## src/rtl/spi_bus_arbiter.sv

```systemverilog
// Round-robin arbiter sharing one quick_spi master between NUM_REQ requesters.
// Latches the winner's command, runs the enable/start handshake, returns rx data and done/err pulses.
module spi_bus_arbiter #(
    parameter int unsigned NUM_REQ        = 2,
    parameter int unsigned DATA_WIDTH     = 16,
    parameter int unsigned RX_WIDTH       = 8,
    parameter int unsigned TIMEOUT_CYCLES = 4096
) (
    input  logic                           clk,
    input  logic                           reset_n,
    input  logic [NUM_REQ-1:0]             req,
    input  logic [NUM_REQ*DATA_WIDTH-1:0]  req_data,
    input  logic [NUM_REQ*2-1:0]           req_slave,
    input  logic [NUM_REQ-1:0]             req_op,
    output logic [NUM_REQ-1:0]             grant,
    output logic [NUM_REQ-1:0]             done,
    output logic [NUM_REQ-1:0]             err,
    output logic [RX_WIDTH-1:0]            rx_data,
    output logic                           spi_enable,
    output logic                           spi_start,
    output logic [1:0]                     spi_slave,
    output logic [DATA_WIDTH-1:0]          spi_outgoing,
    output logic                           spi_operation,
    input  logic                           spi_eot,
    input  logic [RX_WIDTH-1:0]            spi_incoming
);

    localparam int unsigned PTR_W = (NUM_REQ > 1) ? $clog2(NUM_REQ) : 1;
    localparam int unsigned CNT_W = $clog2(TIMEOUT_CYCLES);

    localparam logic [1:0] S_IDLE  = 2'd0;
    localparam logic [1:0] S_START = 2'd1;
    localparam logic [1:0] S_WAIT  = 2'd2;
    localparam logic [1:0] S_DONE  = 2'd3;

    logic [1:0]            state, state_nxt;
    logic [PTR_W-1:0]      ptr, ptr_nxt;
    logic [PTR_W-1:0]      owner, owner_nxt;
    logic [CNT_W-1:0]      cnt, cnt_nxt;
    logic [NUM_REQ-1:0]    grant_nxt, done_nxt, err_nxt;
    logic [RX_WIDTH-1:0]   rx_nxt;
    logic                  enable_nxt, start_nxt, op_nxt;
    logic [1:0]            slave_nxt;
    logic [DATA_WIDTH-1:0] outgoing_nxt;

    logic                  win_found;
    logic [PTR_W-1:0]      win_idx;
    logic [PTR_W-1:0]      cand;

    // (base + off) mod NUM_REQ, both operands already below NUM_REQ
    function automatic logic [PTR_W-1:0] wrap_add(input logic [PTR_W-1:0] base,
                                                 input int unsigned off);
        int unsigned sum;
        sum = 32'(base) + off;
        if (sum >= NUM_REQ) begin
            sum = sum - NUM_REQ;
        end
        return PTR_W'(sum);
    endfunction

    // First active requester scanning ptr, ptr+1, ... with wrap-around
    always_comb begin
        win_found = 1'b0;
        win_idx   = ptr;
        cand      = '0;
        for (int k = 0; k < NUM_REQ; k++) begin
            cand = wrap_add(ptr, k);
            if (!win_found && req[cand]) begin
                win_found = 1'b1;
                win_idx   = cand;
            end
        end
    end

    always_ff @(posedge clk) begin
        if (!reset_n) begin
            state         <= S_IDLE;
            ptr           <= '0;
            owner         <= '0;
            cnt           <= '0;
            grant         <= '0;
            done          <= '0;
            err           <= '0;
            rx_data       <= '0;
            spi_enable    <= 1'b0;
            spi_start     <= 1'b0;
            spi_slave     <= '0;
            spi_outgoing  <= '0;
            spi_operation <= 1'b0;
        end else begin
            state         <= state_nxt;
            ptr           <= ptr_nxt;
            owner         <= owner_nxt;
            cnt           <= cnt_nxt;
            grant         <= grant_nxt;
            done          <= done_nxt;
            err           <= err_nxt;
            rx_data       <= rx_nxt;
            spi_enable    <= enable_nxt;
            spi_start     <= start_nxt;
            spi_slave     <= slave_nxt;
            spi_outgoing  <= outgoing_nxt;
            spi_operation <= op_nxt;
        end
    end

    always_comb begin
        state_nxt    = state;
        ptr_nxt      = ptr;
        owner_nxt    = owner;
        cnt_nxt      = cnt;
        grant_nxt    = grant;
        done_nxt     = '0;
        err_nxt      = '0;
        rx_nxt       = rx_data;
        enable_nxt   = spi_enable;
        start_nxt    = 1'b0;
        slave_nxt    = spi_slave;
        outgoing_nxt = spi_outgoing;
        op_nxt       = spi_operation;

        case (state)
            S_IDLE: begin
                if (win_found) begin
                    grant_nxt          = '0;
                    grant_nxt[win_idx] = 1'b1;
                    owner_nxt          = win_idx;
                    outgoing_nxt       = req_data[win_idx*DATA_WIDTH +: DATA_WIDTH];
                    slave_nxt          = req_slave[win_idx*2 +: 2];
                    op_nxt             = req_op[win_idx];
                    enable_nxt         = 1'b1;
                    start_nxt          = 1'b1;
                    state_nxt          = S_START;
                end
            end
            S_START: begin
                cnt_nxt   = '0;
                state_nxt = S_WAIT;
            end
            S_WAIT: begin
                cnt_nxt = cnt + 1'b1;
                // Completion takes priority over a coincident timeout
                if (spi_eot) begin
                    rx_nxt     = spi_incoming;
                    done_nxt   = grant;
                    ptr_nxt    = wrap_add(owner, 1);
                    enable_nxt = 1'b0;
                    state_nxt  = S_DONE;
                end else if (cnt == CNT_W'(TIMEOUT_CYCLES - 1)) begin
                    err_nxt    = grant;
                    ptr_nxt    = wrap_add(owner, 1);
                    enable_nxt = 1'b0;
                    state_nxt  = S_DONE;
                end
            end
            S_DONE: begin
                grant_nxt  = '0;
                enable_nxt = 1'b0;
                state_nxt  = S_IDLE;
            end
            default: begin
                state_nxt = S_IDLE;
            end
        endcase
    end

endmodule

```

## config.mk

```make
export PLATFORM = sky130hd
export DESIGN_NAME = spi_bus_arbiter
export DESIGN_NICKNAME = d
export VERILOG_FILES = /design/src/rtl/spi_bus_arbiter.sv
export SDC_FILE = /design/constraint.sdc
export NUM_CORES = 1
export LEC_CHECK = 0
export ABC_AREA = 1
export BUFFER_PORTS_ARGS = -buffer_cell sky130_fd_sc_hd__clkbuf_2
export CAP_MARGIN = 5
export CORE_UTILIZATION = 33
export DETAILED_ROUTE_END_ITERATION = 8
export PLACE_DENSITY = 0.58
export SYNTH_ARGS = -nofsm -noshare
export SYNTH_HDL_FRONTEND = slang
export SYNTH_SLANG_ARGS = --single-unit
```

## constraint.sdc

```tcl
create_clock -name clk -period 2 [get_ports clk]
set_input_delay 0.3 -clock clk [delete_from_list [all_inputs] [get_ports clk]]
set_output_delay 0.3 -clock clk [all_outputs]
set_load 0.01 [all_outputs]
```

==> results of run 1 <==
## report_power, final
group	switching (uW)	internal [uW]	total, uW	leakage [uW]
sequential	114	1220	1330	0.000417
clock	327	272	599	0.0000470
combinational	697	407	1100	0.000777
total	1140	1890	3030	0.00124
## cell type report
type | count | area [um^2]
Inverter | 21 | 78.8
Tap cell | 75 | 93.8
Fill cell | 644 | 3350
Timing Repair Buffer | 89 | 455
Clock buffer | 6 | 82.6
Sequential cell | 51 | 1020
Multi-Input combinational cell | 205 | 976
Clock inverter | 1 | 5.00
## critical path, delay by kind of cell, from the launching register on
family	cells	cell delay, ns
compound gates	1	0.13
simple gates	4	0.56
buf+inv	2	0.20
fa+ha+maj	1	0.41
flops	1	0.38
## how the worst max path moves through the flow
stage          endpoint  slack (ns)  depth (start not counted)
6_report        cnt[10]        0.26                          8
5_1_grt         cnt[10]        0.04                          8
4_1_cts         cnt[10]        0.24                          8
3_5_place_dp    cnt[10]        0.26                          8
3_3_place_gp    cnt[11]        0.31                          7
2_1_floorplan   cnt[10]        0.44                          8
## sequential cells by signal, summed over array words and instances (netlist names)
signal / count
owner: 1
spi_outgoing: 16
done: 2
ptr: 1
err: 2
spi_start: 1
state: 2
spi_slave: 2
spi_enable: 1
spi_operation: 1
grant: 2
rx_data: 8
cnt: 12
## Yosys cell counts
library cell,count,share of area (%)
nand2_2,1,0.30
dfxtp_1,51,48
o21ai_1,1,0.24
a31o_2,1,0.41
buf_2,4,0.95
nor2_1,38,6.7
nor3_4,1,0.77
ha_1,5,3.0
inv_2,1,0.18
nor4_1,1,0.30
nand3_1,7,1.7
inv_1,19,3.4
a21oi_2,1,0.41
and3_1,1,0.30
nor3_1,10,2.4
nand3b_1,1,0.35
nand3_2,1,0.47
clkinv_1,1,0.18
a21oi_1,10,2.4
xor2_1,1,0.41
nand2_1,88,16
a31oi_1,21,6.2
clkbuf_1,6,1.1
nor2_4,1,0.53
nand4_1,3,0.89
o21ai_0,12,2.8
## logic make-up (layout without fill, tap and decap cells)
| group | count (synthesis) | in the layout | share of synthesized area [%] |
|---|---|---|---|
| compound gates | 46 | 46 | 12.5 |
| flops | 51 | 51 | 48.2 |
| xor+xnor | 1 | 1 | 0.414 |
| fa+ha+maj | 5 | 5 | 2.95 |
| simple gates | 153 | 153 | 30.2 |
| buf+inv | 31 | 117 | 5.73 |
## layout by cell type, fill, tap and decap left out
| cell | synthesis | routed |
|---|---|---|
| inv_1 | 19 | 19 |
| clkinv_2 | 0 | 1 |
| a21oi_1 | 10 | 10 |
| ha_1 | 5 | 5 |
| nor4_1 | 1 | 1 |
| a31o_2 | 1 | 1 |
| nand4_1 | 3 | 3 |
| o21ai_1 | 1 | 1 |
| nor2_4 | 1 | 1 |
| clkbuf_2 | 0 | 85 |
| and3_1 | 1 | 1 |
| nand3_1 | 7 | 7 |
| nor3_1 | 10 | 10 |
| nand3_2 | 1 | 1 |
| clkinv_1 | 1 | 1 |
| nor2_1 | 38 | 38 |
| xor2_1 | 1 | 1 |
| buf_4 | 0 | 4 |
| a31oi_1 | 21 | 21 |
| a21oi_2 | 1 | 1 |
| nand3b_1 | 1 | 1 |
| nand2_2 | 1 | 1 |
| nand2_1 | 88 | 88 |
| clkbuf_8 | 0 | 6 |
| o21ai_0 | 12 | 12 |
| inv_2 | 1 | 1 |
| dfxtp_1 | 51 | 51 |
| nor3_4 | 1 | 1 |
## per-layer routing
metal / share of wire, % / wire (um) / global-route usage [%] / vias to the layer above
met5: 0 / 0 / 0 / -
li1: - / - / - / 1107
met1: 49 / 2500 / 19.4 / 926
met2: 45 / 2300 / 25.1 / 57
met4: 1.3 / 67 / 5.26 / 0
met3: 4.7 / 238 / 3.41 / 5
## stage by stage
step	instances	total power, uW	hold slack (ns)	worst slack [ns]	util, %
after floorplan	287	2080	0.423	0.436	-
after global placement	441	2450	0.450	0.312	43.3
after detailed placement	441	2470	0.462	0.264	43.3
after CTS	448	3080	0.226	0.242	44.8
after global routing	448	3300	0.233	0.0359	44.8
final	448	3030	0.235	0.259	44.8
==> impl_metrics.json, run 1 <==
{
  "status": "completed",
  "clk_path_buf_depth": 2,
  "cts_tree": "built",
  "r2r-start": "state[1]",
  "synth_fp_nets": 343,
  "startpoint": "state[1]",
  "crit_slowest_cell": "ha_1",
  "relSlewSlack_pct": 56.1,
  "grt_max_degree": 27,
  "fin_crit_ns": 1.74,
  "wl_per_cell_um": 11.4,
  "setup_viol": 0,
  "fmax_mhz": 575,
  "place_congestion": 0.791,
  "placed_area_um2": 2630,
  "post_cts_buffers": 0,
  "grt_usage_pct": 15.2,
  "cp.arrival_ns": 1.98,
  "worst_slew_pin_slew_ns": 0.658,
  "startpoint_type": "register",
  "min_path_type": "in -> reg",
  "syn_inst": 287,
  "yosysSeqAreaShare_pct": 48.2,
  "drv_slew": 0,
  "cts-resized-gates": 0,
  "dieArea_um2": 6740,
  "grt_pass1_wl_mm": 7.93,
  "clkLatencyLatePin_ns": 0.30,
  "drc": 0,
  "min_path_cells": 3,
  "ir_drop_uv": 416,
  "hold_buffers": 0,
  "post-route-cell-area_um2": 2710,
  "ys_warn_count": 0,
  "cts_root_buffer": "clkbuf_8",
  "power.leakage_uw": 0.00124,
  "drive_gt1_share_pct": 27.6,
  "holdPathEnd": "spi_outgoing[9]",
  "route.vias.total": 2095,
  "clkTransAtPathRegs_ns": 0.09,
  "required_ns": 2.24,
  "numCtsBuffers": 5,
  "finalNetCount": 429,
  "crit_chain": "inv_1 -> ha_1 -> inv_2 -> nor3_4 -> nand2_2 -> nor2_4 -> nand3b_1 -> a21oi_2",
  "drt_iter0_markers": 105,
  "worst_setup_path_end_kind": "register",
  "grt-ovfl-total": 0,
  "reg2reg_to": "cnt[10]",
  "cap_violations": 0,
  "routed_via_density": 4.68,
  "critPathMaxStageDelay_ns": 0.41,
  "io_pins": 86,
  "hold_violations": 0,
  "ff2ff_path_depth": 8,
  "rows": 28,
  "port_buffers": 85,
  "die_h_um": 82.1,
  "dpl.hpwl_mm": 3.68,
  "start_util_pct": 35.0,
  "finalCritPeriodShare_pct": 87.0,
  "grt_setup_unrepaired": "false",
  "crit_fanout": 7,
  "hold_path_startpoint": "req_data[9]",
  "syn2layout_area_growth_pct": 28.1,
  "die_w_um": 82.1,
  "syn_area_per_cell_um2": 7.38,
  "ant_nets": 0,
  "setup_tns_ns": 0,
  "ys_ff_latch": 51,
  "power.density_nw_per_um2": 1120,
  "wirelength_mm": 5.11,
  "critical_path_class": "reg -> reg",
  "fp.coreArea_um2": 6060,
  "skew_ns": 0.00477,
  "rrSetupSlack_ns": 0.26,
  "grt_pass1_vias": 1746,
  "synth_area_um2": 2120,
  "yosysUniqueCellTypes": 26,
  "antenna_found_initial": 0,
  "htree_levels": 2,
  "diodes": 0,
  "numClockSinks": 51,
  "first_pass_iters": 4
}
Power figures use the tool's default switching activity.
==> run 2: changes to the inputs <==
--- a/config.mk
+++ b/config.mk
@@ -6,11 +6,11 @@
 export NUM_CORES = 1
 export LEC_CHECK = 0
 export ABC_AREA = 1
-export BUFFER_PORTS_ARGS = -buffer_cell sky130_fd_sc_hd__clkbuf_2
 export CAP_MARGIN = 5
 export CORE_UTILIZATION = 33
 export DETAILED_ROUTE_END_ITERATION = 8
-export PLACE_DENSITY = 0.58
+export DONT_BUFFER_PORTS = 1
+export PLACE_DENSITY = 0.47
 export SYNTH_ARGS = -nofsm -noshare
 export SYNTH_HDL_FRONTEND = slang
 export SYNTH_SLANG_ARGS = --single-unit
==> impl_metrics.json, run 2 (same netlist as run 1, synthesis figures left out) <==
{
  "clk_path_buf_depth": 2,
  "syn2layout_area_growth_pct": 8.56,
  "routed_via_density": 4.91,
  "fin_crit_ns": 1.79,
  "grt_pass1_wl_mm": 6.93,
  "antenna_found_initial": 0,
  "fillers": 659,
  "ir_drop_uv": 454,
  "top_regs": "spi_outgoing: 16 flops, cnt: 12 flops, rx_data: 8 flops",
  "min_path_cells": 2,
  "numCtsBuffers": 5,
  "instances_no_fill": 364,
  "crit_fanout": 7,
  "seqPwrFrac_pct": 49.4,
  "setup_tns_ns": 0,
  "status": "completed",
  "cap_violations": 0,
  "power.density_nw_per_um2": 1260,
  "hold_buffers": 0,
  "numPlacedInstances": 356,
  "dpl.hpwl_mm": 3.35,
  "ff2ff_path_depth": 8,
  "clkLatencyLatePin_ns": 0.30,
  "io_pins": 86,
  "p_int_uw": 1810,
  "final_common_cell": "nand2_1",
  "post-route-cell-area_um2": 2300,
  "rows": 28,
  "htree_levels": 2,
  "drv_slew": 0,
  "placed_area_um2": 2200,
  "post_cts_buffers": 0,
  "diodes": 0,
  "skew_ns": 0.00387,
  "startpoint_type": "register",
  "min_path_type": "in -> reg",
  "dieArea_um2": 6740,
  "grt-ovfl-total": 0,
  "regArea_um2": 1020,
  "power.leakage_uw": 0.000878,
  "drc": 0,
  "setup_viol": 0,
  "start_util_pct": 35.0,
  "route.vias.total": 1788,
  "die_w_um": 82.1,
  "worst_slew_pin_slew_ns": 0.659,
  "first_pass_iters": 4,
  "cts_tree": "built",
  "multiInputGateArea_um2": 976,
  "wl_per_cell_um": 12.6,
  "ant_nets": 0,
  "drt_iter0_markers": 56,
  "grt_pass1_vias": 1515,
  "port_buffers": 0,
  "layout_common_cells": "nand2_1, dfxtp_1, nor2_1, a31oi_1, inv_1",
  "clkTransAtPathRegs_ns": 0.09,
  "power_frac_clock_pct": 22.0,
  "combinationalPowerShare_pct": 28.7,
  "cts_root_buffer": "clkbuf_8",
  "largest_reg_flops": 16,
  "cp.arrival_ns": 2.04,
  "hold_violations": 0,
  "fmax_mhz": 557,
  "grt_setup_unrepaired": "false",
  "regMostFlops": "spi_outgoing",
  "netSwitchingFraction_pct": 37.2,
  "worst_setup_path_end_kind": "register",
  "relSlewSlack_pct": 56.1,
  "finalCritPeriodShare_pct": 89.7,
  "place_congestion": 0.730,
  "drive_gt1_share_pct": 6.23,
  "required_ns": 2.24,
  "die_h_um": 82.1,
  "critical_path_class": "reg -> reg",
  "numClockSinks": 51,
  "grt_usage_pct": 13.5,
  "wirelength_mm": 4.60,
  "fp.coreArea_um2": 6060,
  "finalNetCount": 344,
  "cts-resized-gates": 0,
  "power.switching_uw": 1070,
  "grt_max_degree": 26
}
## run 2: cell types whose count changed in the layout (fill, tap and decap cells not counted), sizes merged
| cell | before | now |
|---|---|---|
| clkbuf | 91 | 8 |
| clkinv | 2 | 1 |
## run 2: power by group through the flow
stage	combinational (uW)	clock, uW	sequential [uW]
final	827	634	1430
after global routing	974	698	1450
after global placement	834	0	1450
after CTS	841	666	1430
after detailed placement	837	0	1450
after floorplan	669	0	1410
## run 2: worst paths after layout
kind / from / endpoint / slack [ns]
worst max-delay path: state[1] / cnt[10] / 0.21
worst min-delay path: reset_n / ptr / 0.11
worst max register to register: state[1] / cnt[10] / 0.21
worst min register to register: cnt[11] / cnt[11] / 0.48
## run 2: layer usage
| metal | vias to the layer above | GRT usage (%) | part of all wire, % |
|---|---|---|---|
| li1 | 934 | - | - |
| met1 | 800 | 17.6 | 46 |
| met2 | 48 | 20.5 | 45 |
| met3 | 6 | 4.62 | 7.5 |
| met4 | 0 | 4.74 | 1.3 |
| met5 | - | 0 | 0 |
## run 2: cell type report
cell class                 count  area share (%)
clock buffer                   8            4.35
sequential                    51            44.4
tap                           75            4.08
multi-input combinational    205            42.4
timing repair buffer           4            1.31
inverter                      21            3.43
## run 2: per-stage QoR
stage                     power, uW  util, %  hold WS (ns)  setup WS, ns
after global routing           3120     37.9        0.0960        0.0455
after CTS                      2940     37.9         0.101         0.191
after floorplan                2080        -         0.423         0.436
final                          2890     37.9         0.113         0.205
after global placement         2290     36.3         0.426         0.251
after detailed placement       2290     36.3         0.428         0.206
## run 2: critical path: stages (launching register included)
cell and delay, ns:
dfxtp_1 0.38, inv_1 0.07, ha_1 0.42, inv_2 0.12, nor3_4 0.31, nand2_2 0.10, nor2_4 0.11, nand3b_1 0.09
a21oi_2 0.13
